<file path="config.mk">
export PLATFORM = sky130hd
export DESIGN_NAME = game_turn_controller
export DESIGN_NICKNAME = d
export VERILOG_FILES = /design/src/rtl/game_turn_controller.sv
export SDC_FILE = /design/constraint.sdc
export NUM_CORES = 1
export LEC_CHECK = 0
export ABC_AREA = 1
export CAP_MARGIN = 20
export CELL_PAD_IN_SITES_DETAIL_PLACEMENT = 0
export CELL_PAD_IN_SITES_GLOBAL_PLACEMENT = 2
export CORE_ASPECT_RATIO = 1.25
export CORE_MARGIN = 5
export CORE_UTILIZATION = 35
export CTS_CLUSTER_DIAMETER = 120
export DETAILED_ROUTE_END_ITERATION = 7
export PLACE_DENSITY = 0.93
export SETUP_SLACK_MARGIN = 0.4
export SYNTH_ARGS = -nofsm -noshare
export SYNTH_HDL_FRONTEND = slang
export SYNTH_SLANG_ARGS = --single-unit
export TNS_END_PERCENT = 10
</file>
<file path="constraint.sdc">
create_clock -name clk -period 3.7 [get_ports clk]
set_input_delay 0.74 -clock clk [delete_from_list [all_inputs] [get_ports clk]]
set_output_delay 0.74 -clock clk [all_outputs]
set_load 0.05 [all_outputs]
</file>
<file path="src/rtl/game_turn_controller.sv">
// Turn sequencer for the board-game datapath: takes card flips, strobes the
// compare (A) and move (B) operations, and advances turns on a miss, a
// timeout or a full board.
module game_turn_controller #(
   parameter int NUM_CARDS     = 12,
   parameter int CMP_LAT       = 2,
   parameter int REVEAL_CYCLES = 50_000_000,
   parameter int TURN_TIMEOUT  = 500_000_000
) (
   input  logic        clk,
   input  logic        rst,
   input  logic        start,
   input  logic [1:0]  N,
   input  logic        flip_valid,
   input  logic [3:0]  flip_idx,
   input  logic        go,
   input  logic        W,
   output logic [3:0]  position_data,
   output logic        A,
   output logic        B,
   output logic        statecombo_next_turn,
   output logic [1:0]  cur_player,
   output logic [15:0] reveal_mask,
   output logic        flip_err,
   output logic        busy,
   output logic        game_over,
   output logic [1:0]  winner
);

   localparam int TMR_W   = $clog2(TURN_TIMEOUT + 1);
   localparam int CNT_MAX = (REVEAL_CYCLES > CMP_LAT) ? REVEAL_CYCLES : CMP_LAT;
   localparam int CNT_W   = $clog2(CNT_MAX + 1);

   localparam logic [TMR_W-1:0] TMR_LAST = TMR_W'(TURN_TIMEOUT - 1);
   localparam logic [CNT_W-1:0] CMP_LAST = CNT_W'(CMP_LAT - 1);
   localparam logic [CNT_W-1:0] REV_LAST = CNT_W'(REVEAL_CYCLES - 1);
   localparam logic [4:0]       NC       = 5'(NUM_CARDS);
   localparam logic [31:0]      FULL32   = (32'd1 << NUM_CARDS) - 32'd1;
   localparam logic [15:0]      FULL     = FULL32[15:0];

   typedef enum logic [3:0] {
      IDLE, WAIT_FLIP, COMPARE, CMP_WAIT, MOVE, CHECK_WIN, REVEAL, NEXT_TURN, GAME_OVER
   } state_t;

   state_t             state_q, state_d;
   logic [TMR_W-1:0]   timer_q, timer_d;
   logic [CNT_W-1:0]   cnt_q, cnt_d;
   logic [1:0]         n_lat_q, n_lat_d;
   logic [3:0]         pos_q, pos_d;
   logic               a_q, a_d;
   logic               b_q, b_d;
   logic               nt_q, nt_d;
   logic [1:0]         cp_q, cp_d;
   logic [15:0]        mask_q, mask_d;
   logic               ferr_q, ferr_d;
   logic [1:0]         win_q, win_d;
   logic               flip_ok;
   logic               enter_nt;
   logic               enter_start;

   assign flip_ok = ({1'b0, flip_idx} < NC) && !mask_q[flip_idx];

   // Next-state and registered-output logic; strobes are raised on entry to
   // their state so each lines up with exactly one cycle of that state.
   always_comb begin
      state_d     = state_q;
      timer_d     = timer_q;
      cnt_d       = cnt_q;
      n_lat_d     = n_lat_q;
      pos_d       = pos_q;
      a_d         = 1'b0;
      b_d         = 1'b0;
      nt_d        = 1'b0;
      cp_d        = cp_q;
      mask_d      = mask_q;
      ferr_d      = 1'b0;
      win_d       = win_q;
      enter_nt    = 1'b0;
      enter_start = 1'b0;

      case (state_q)
         IDLE, GAME_OVER: begin
            if (start) enter_start = 1'b1;
         end
         WAIT_FLIP: begin
            if (flip_valid && flip_ok) begin
               pos_d            = flip_idx;
               mask_d[flip_idx] = 1'b1;
               timer_d          = '0;
               a_d              = 1'b1;
               state_d          = COMPARE;
            end else begin
               if (flip_valid) ferr_d = 1'b1;
               if (timer_q == TMR_LAST) enter_nt = 1'b1;
               else                     timer_d  = timer_q + TMR_W'(1);
            end
         end
         COMPARE: begin
            cnt_d   = '0;
            state_d = CMP_WAIT;
         end
         CMP_WAIT: begin
            if (cnt_q == CMP_LAST) begin
               if (go) begin
                  b_d     = 1'b1;
                  state_d = MOVE;
               end else begin
                  cnt_d   = '0;
                  state_d = REVEAL;
               end
            end else begin
               cnt_d = cnt_q + CNT_W'(1);
            end
         end
         MOVE: begin
            state_d = CHECK_WIN;
         end
         CHECK_WIN: begin
            if (W) begin
               win_d   = cp_q;
               state_d = GAME_OVER;
            end else if ((mask_q & FULL) == FULL) begin
               enter_nt = 1'b1;
            end else begin
               timer_d = '0;
               state_d = WAIT_FLIP;
            end
         end
         REVEAL: begin
            if (cnt_q == REV_LAST) enter_nt = 1'b1;
            else                   cnt_d    = cnt_q + CNT_W'(1);
         end
         NEXT_TURN: begin
            state_d = WAIT_FLIP;
         end
         default: state_d = IDLE;
      endcase

      // Turn hand-off: player, mask and timer change together with the pulse.
      if (enter_nt) begin
         nt_d    = 1'b1;
         cp_d    = (cp_q == n_lat_q) ? 2'd0 : cp_q + 2'd1;
         mask_d  = '0;
         timer_d = '0;
         state_d = NEXT_TURN;
      end

      // Fresh game, from IDLE or GAME_OVER.
      if (enter_start) begin
         n_lat_d = N;
         cp_d    = '0;
         mask_d  = '0;
         timer_d = '0;
         win_d   = '0;
         state_d = WAIT_FLIP;
      end
   end

   // State and output registers with synchronous active-low reset.
   always_ff @(posedge clk) begin
      if (!rst) begin
         state_q <= IDLE;
         timer_q <= '0;
         cnt_q   <= '0;
         n_lat_q <= '0;
         pos_q   <= '0;
         a_q     <= 1'b0;
         b_q     <= 1'b0;
         nt_q    <= 1'b0;
         cp_q    <= '0;
         mask_q  <= '0;
         ferr_q  <= 1'b0;
         win_q   <= '0;
      end else begin
         state_q <= state_d;
         timer_q <= timer_d;
         cnt_q   <= cnt_d;
         n_lat_q <= n_lat_d;
         pos_q   <= pos_d;
         a_q     <= a_d;
         b_q     <= b_d;
         nt_q    <= nt_d;
         cp_q    <= cp_d;
         mask_q  <= mask_d;
         ferr_q  <= ferr_d;
         win_q   <= win_d;
      end
   end

   assign position_data        = pos_q;
   assign A                    = a_q;
   assign B                    = b_q;
   assign statecombo_next_turn = nt_q;
   assign cur_player           = cp_q;
   assign reveal_mask          = mask_q;
   assign flip_err             = ferr_q;
   assign winner               = win_q;
   assign game_over            = (state_q == GAME_OVER);
   assign busy                 = (state_q == COMPARE)   || (state_q == CMP_WAIT) ||
                                 (state_q == MOVE)      || (state_q == CHECK_WIN) ||
                                 (state_q == REVEAL)    || (state_q == NEXT_TURN);

endmodule

</file>
==> results.yml <==
synth:
  ys_seq_area_frac: 0.298
  yosys.area_share.adder: 0.00628
  synth_top_family_by_area: "simple AND/OR/NAND/NOR gates"
  synth_area_per_cell_um2: 6.21
  ys_types: 33
  yosys.area_share.simple: 0.436
  syn_area_um2: 5980
  yosys_warnings: 0
  synth_nets: 977
  synth-xor-area-share: 0.0396
  synth_compound_area_frac: 0.111
  synth_mux_area_frac: 0
  syn_inst: 962
  ys_seq_elements: 89
clock_network:
  clock_path_buffers: 2
  cts_hold_buf: 0
  cts_buffers: 9
  clkLatencyLatePin_ps: 360
  clk_pin_slew_ps: 70
  cts_setup_buffers: 0
  cts_root_buf: "clkbuf_16"
  cts_tree: "done"
  htree_levels: 3
  cts_sinks: 89
  cts_resized: 0
power_and_ir_drop:
  swShare: 0.367
  p_seq_frac: 0.402
  power.internal_mw: 1.63
  p_switching_mw: 0.949
  power_frac_clock: 0.350
  cellPowerDensity_nw_per_um2: 383
  irDropWorstVdd_mv: 0.181
  leakage_nw: 2.19
  comb_power_share: 0.248
worst_setup_path:
  crit_end: "timer_q[28]"
  crit_type: "in -> reg"
  crit_path_max_incr_delay_ps: 610
  critPathMostFrequentCell: "nand2_1"
  path_cells: "clkdlybuf4s50_1 -> inv_2 -> nand2_1 -> nand2_1 -> nand2_1 -> nand2_1 -> nand2_1 -> nand2_2 -> nor2_4 -> nor2_4 -> nand2_2 -> nand2_2 -> nand2_1 -> a21oi_2"
  setup.worst_path.start_class: "input port"
  worstPathArrival_ps: 3040
  r2r-start: "cnt_q[0]"
  cp_slowest_cell: "clkdlybuf4s50_1"
  worstPathRequired_ps: 3980
  startpoint: "flip_idx[0]"
  cp_num_cells: 14
  rr_worst_depth: 12
  crit_family: "simple AND/OR/NAND/NOR gates"
  r2r_slack_ps: 1130
  worstSetupEndpointType: "flip-flop"
  path_buf_inv: 2
  critPathMaxFanout: 29
  reg2reg_to: "cnt_q[1]"
detailed_routing:
  drt_iter0_drc: 277
  wl_per_cell_um: 14.8
  route.detailed.drc: 0
  vias: 5966
  drt-total-wl_um: 17900
  drtAntennaViolNets: 0
  drt_pass1_iterations: 4
  routed_via_density: 4.93
timing:
  setup_tns_ps: 0
  hold_ws_ps: 427
  rsz0062_at_grt: "no"
  tightest_slew_ps: 669
  hold_viol: 0
  relSlewSlack: 0.550
  maxSlewViolCount: 0
  setup_violations: 0
  post-route-period-util: 0.747
  fmax_mhz: 362
  fin_skew_ps: 14.6
  fin_crit_ps: 2760
global_route:
  grt_pass1_vias: 5680
  grt_max_degree: 47
  grt_overflow: 0
  track_usage: 0.180
  antenna_found_initial: 0
  grt_pass1_wl_um: 28900
layout:
  n_antenna_cell: 0
  area_delta_synth_final_pct: 12.8
  final_common_cell: "nand2_1"
  drive_gt1_frac: 0.0909
  finalNetCount: 1000
  utilization: 0.402
  design_area_um2: 6740
  mostFrequentLayoutCells: "nand2_1, nor2_1, inv_1"
place:
  place_congestion: 0.849
  dp_hpwl_um: 13100
  place_area_um2: 6460
  numPortBuffers: 41
floorplan:
  die_area_um2: 19800
  start_util: 0.356
  boundaryPins: 42
  core-area_um2: 16800
  die_h_um: 156
  rows: 53
  fp.dieW_um: 127
min_path:
  hold_path.class: "reg -> reg"
  min_path_cells: 2
flow_run:
  cap_violations: 0
outcome:
  outcome: "finished clean"
through the flow:
step | power (mW) | cells | setup slack (ps)
2_1_floorplan | 1.56 | 962 | 1660
3_3_place_gp | 1.71 | 1194 | 654
3_5_place_dp | 1.71 | 1194 | 583
4_1_cts | 2.61 | 1210 | 939
5_1_grt | 2.72 | 1210 | 661
6_report | 2.58 | 1210 | 936
cells in the mapped netlist:
cell / count / share of area
o21ai_2: 1 / 0.0015
buf_4: 5 / 0.0063
ha_1: 3 / 0.0063
nor2_4: 5 / 0.0094
nor2_2: 4 / 0.0042
a21oi_2: 27 / 0.040
nor4_1: 2 / 0.0021
buf_6: 10 / 0.019
buf_2: 15 / 0.013
nand3_2: 1 / 0.0017
clkbuf_1: 6 / 0.0038
a21oi_1: 58 / 0.049
nand2_4: 2 / 0.0038
xor2_1: 20 / 0.029
o211ai_1: 7 / 0.0088
nand2_1: 288 / 0.18
nor3_2: 2 / 0.0033
dfxtp_1: 89 / 0.30
xnor2_1: 7 / 0.010
inv_1: 90 / 0.057
nor3_1: 54 / 0.045
buf_8: 1 / 0.0025
a31oi_1: 1 / 0.0010
nand4_1: 26 / 0.027
nand3_1: 78 / 0.065
inv_4: 1 / 0.0010
nor2_1: 119 / 0.075
nor3b_1: 2 / 0.0025
nand2_2: 11 / 0.012
nand3b_1: 1 / 0.0013
nand2_8: 1 / 0.0033
o21ai_0: 14 / 0.012
inv_2: 11 / 0.0069
flip-flops by register name, summed over array words and instances (netlist names):
signal                flops
reveal_mask              16
state_q                   4
B                         1
flip_err                  1
cnt_q                    26
timer_q                  29
statecombo_next_turn      1
A                         1
cur_player                2
position_data             4
winner                    2
n_lat_q                   2
worst register-to-register path: cells and delay by family (launching register included):
kind                     cells  cell delay [ps]
AND/OR/NAND/NOR              7              990
flip-flops                   1              470
AO/OA/AOI/OAI                2              330
adder cells (fa/ha/maj)      1              310
buffers and inverters        2              340
cell families after synthesis:
kind of cell,count (synthesis)
flip-flops,89
XOR/XNOR,27
buffers and inverters,139
AO/OA/AOI/OAI,108
AND/OR/NAND/NOR,596
adder cells (fa/ha/maj),3
power groups by stage:
stage | logic, mW | registers [mW] | clock network [mW]
5_1_grt | 0.705 | 1.04 | 0.971
2_1_floorplan | 0.468 | 1.09 | 0
4_1_cts | 0.650 | 1.04 | 0.927
3_5_place_dp | 0.648 | 1.06 | 0
3_3_place_gp | 0.651 | 1.06 | 0
6_report | 0.641 | 1.04 | 0.902
how the worst min path moves through the flow:
stage,endpoint,from,slack [ps]
final,reveal_mask[14],reveal_mask[14],430
after global routing,reveal_mask[13],reveal_mask[13],460
after CTS,reveal_mask[14],reveal_mask[14],430
after detailed placement,reveal_mask[14],reveal_mask[14],420
after global placement,reveal_mask[12],reveal_mask[12],410
after floorplan,n_lat_q[0],n_lat_q[0],440
final cells by class:
cell class / instances / area, µm²
fillers: 1866 / 10000
multi-input cells: 734 / 3550
flip-flops and latches: 89 / 1780
repair buffers: 49 / 470
inverters: 102 / 385
well taps: 220 / 275
clock buffers: 10 / 229
clock inverters: 6 / 50.0
metal layers:
metal  global-route usage  vias up  part of all wire
met1                0.212     2727              0.43
li1                     -     3130                 -
met2                0.332       89              0.53
met5                    0        -                 0
met4               0.0572        0             0.019
met3               0.0281       20             0.027
(Power assumes the default switching activity.)
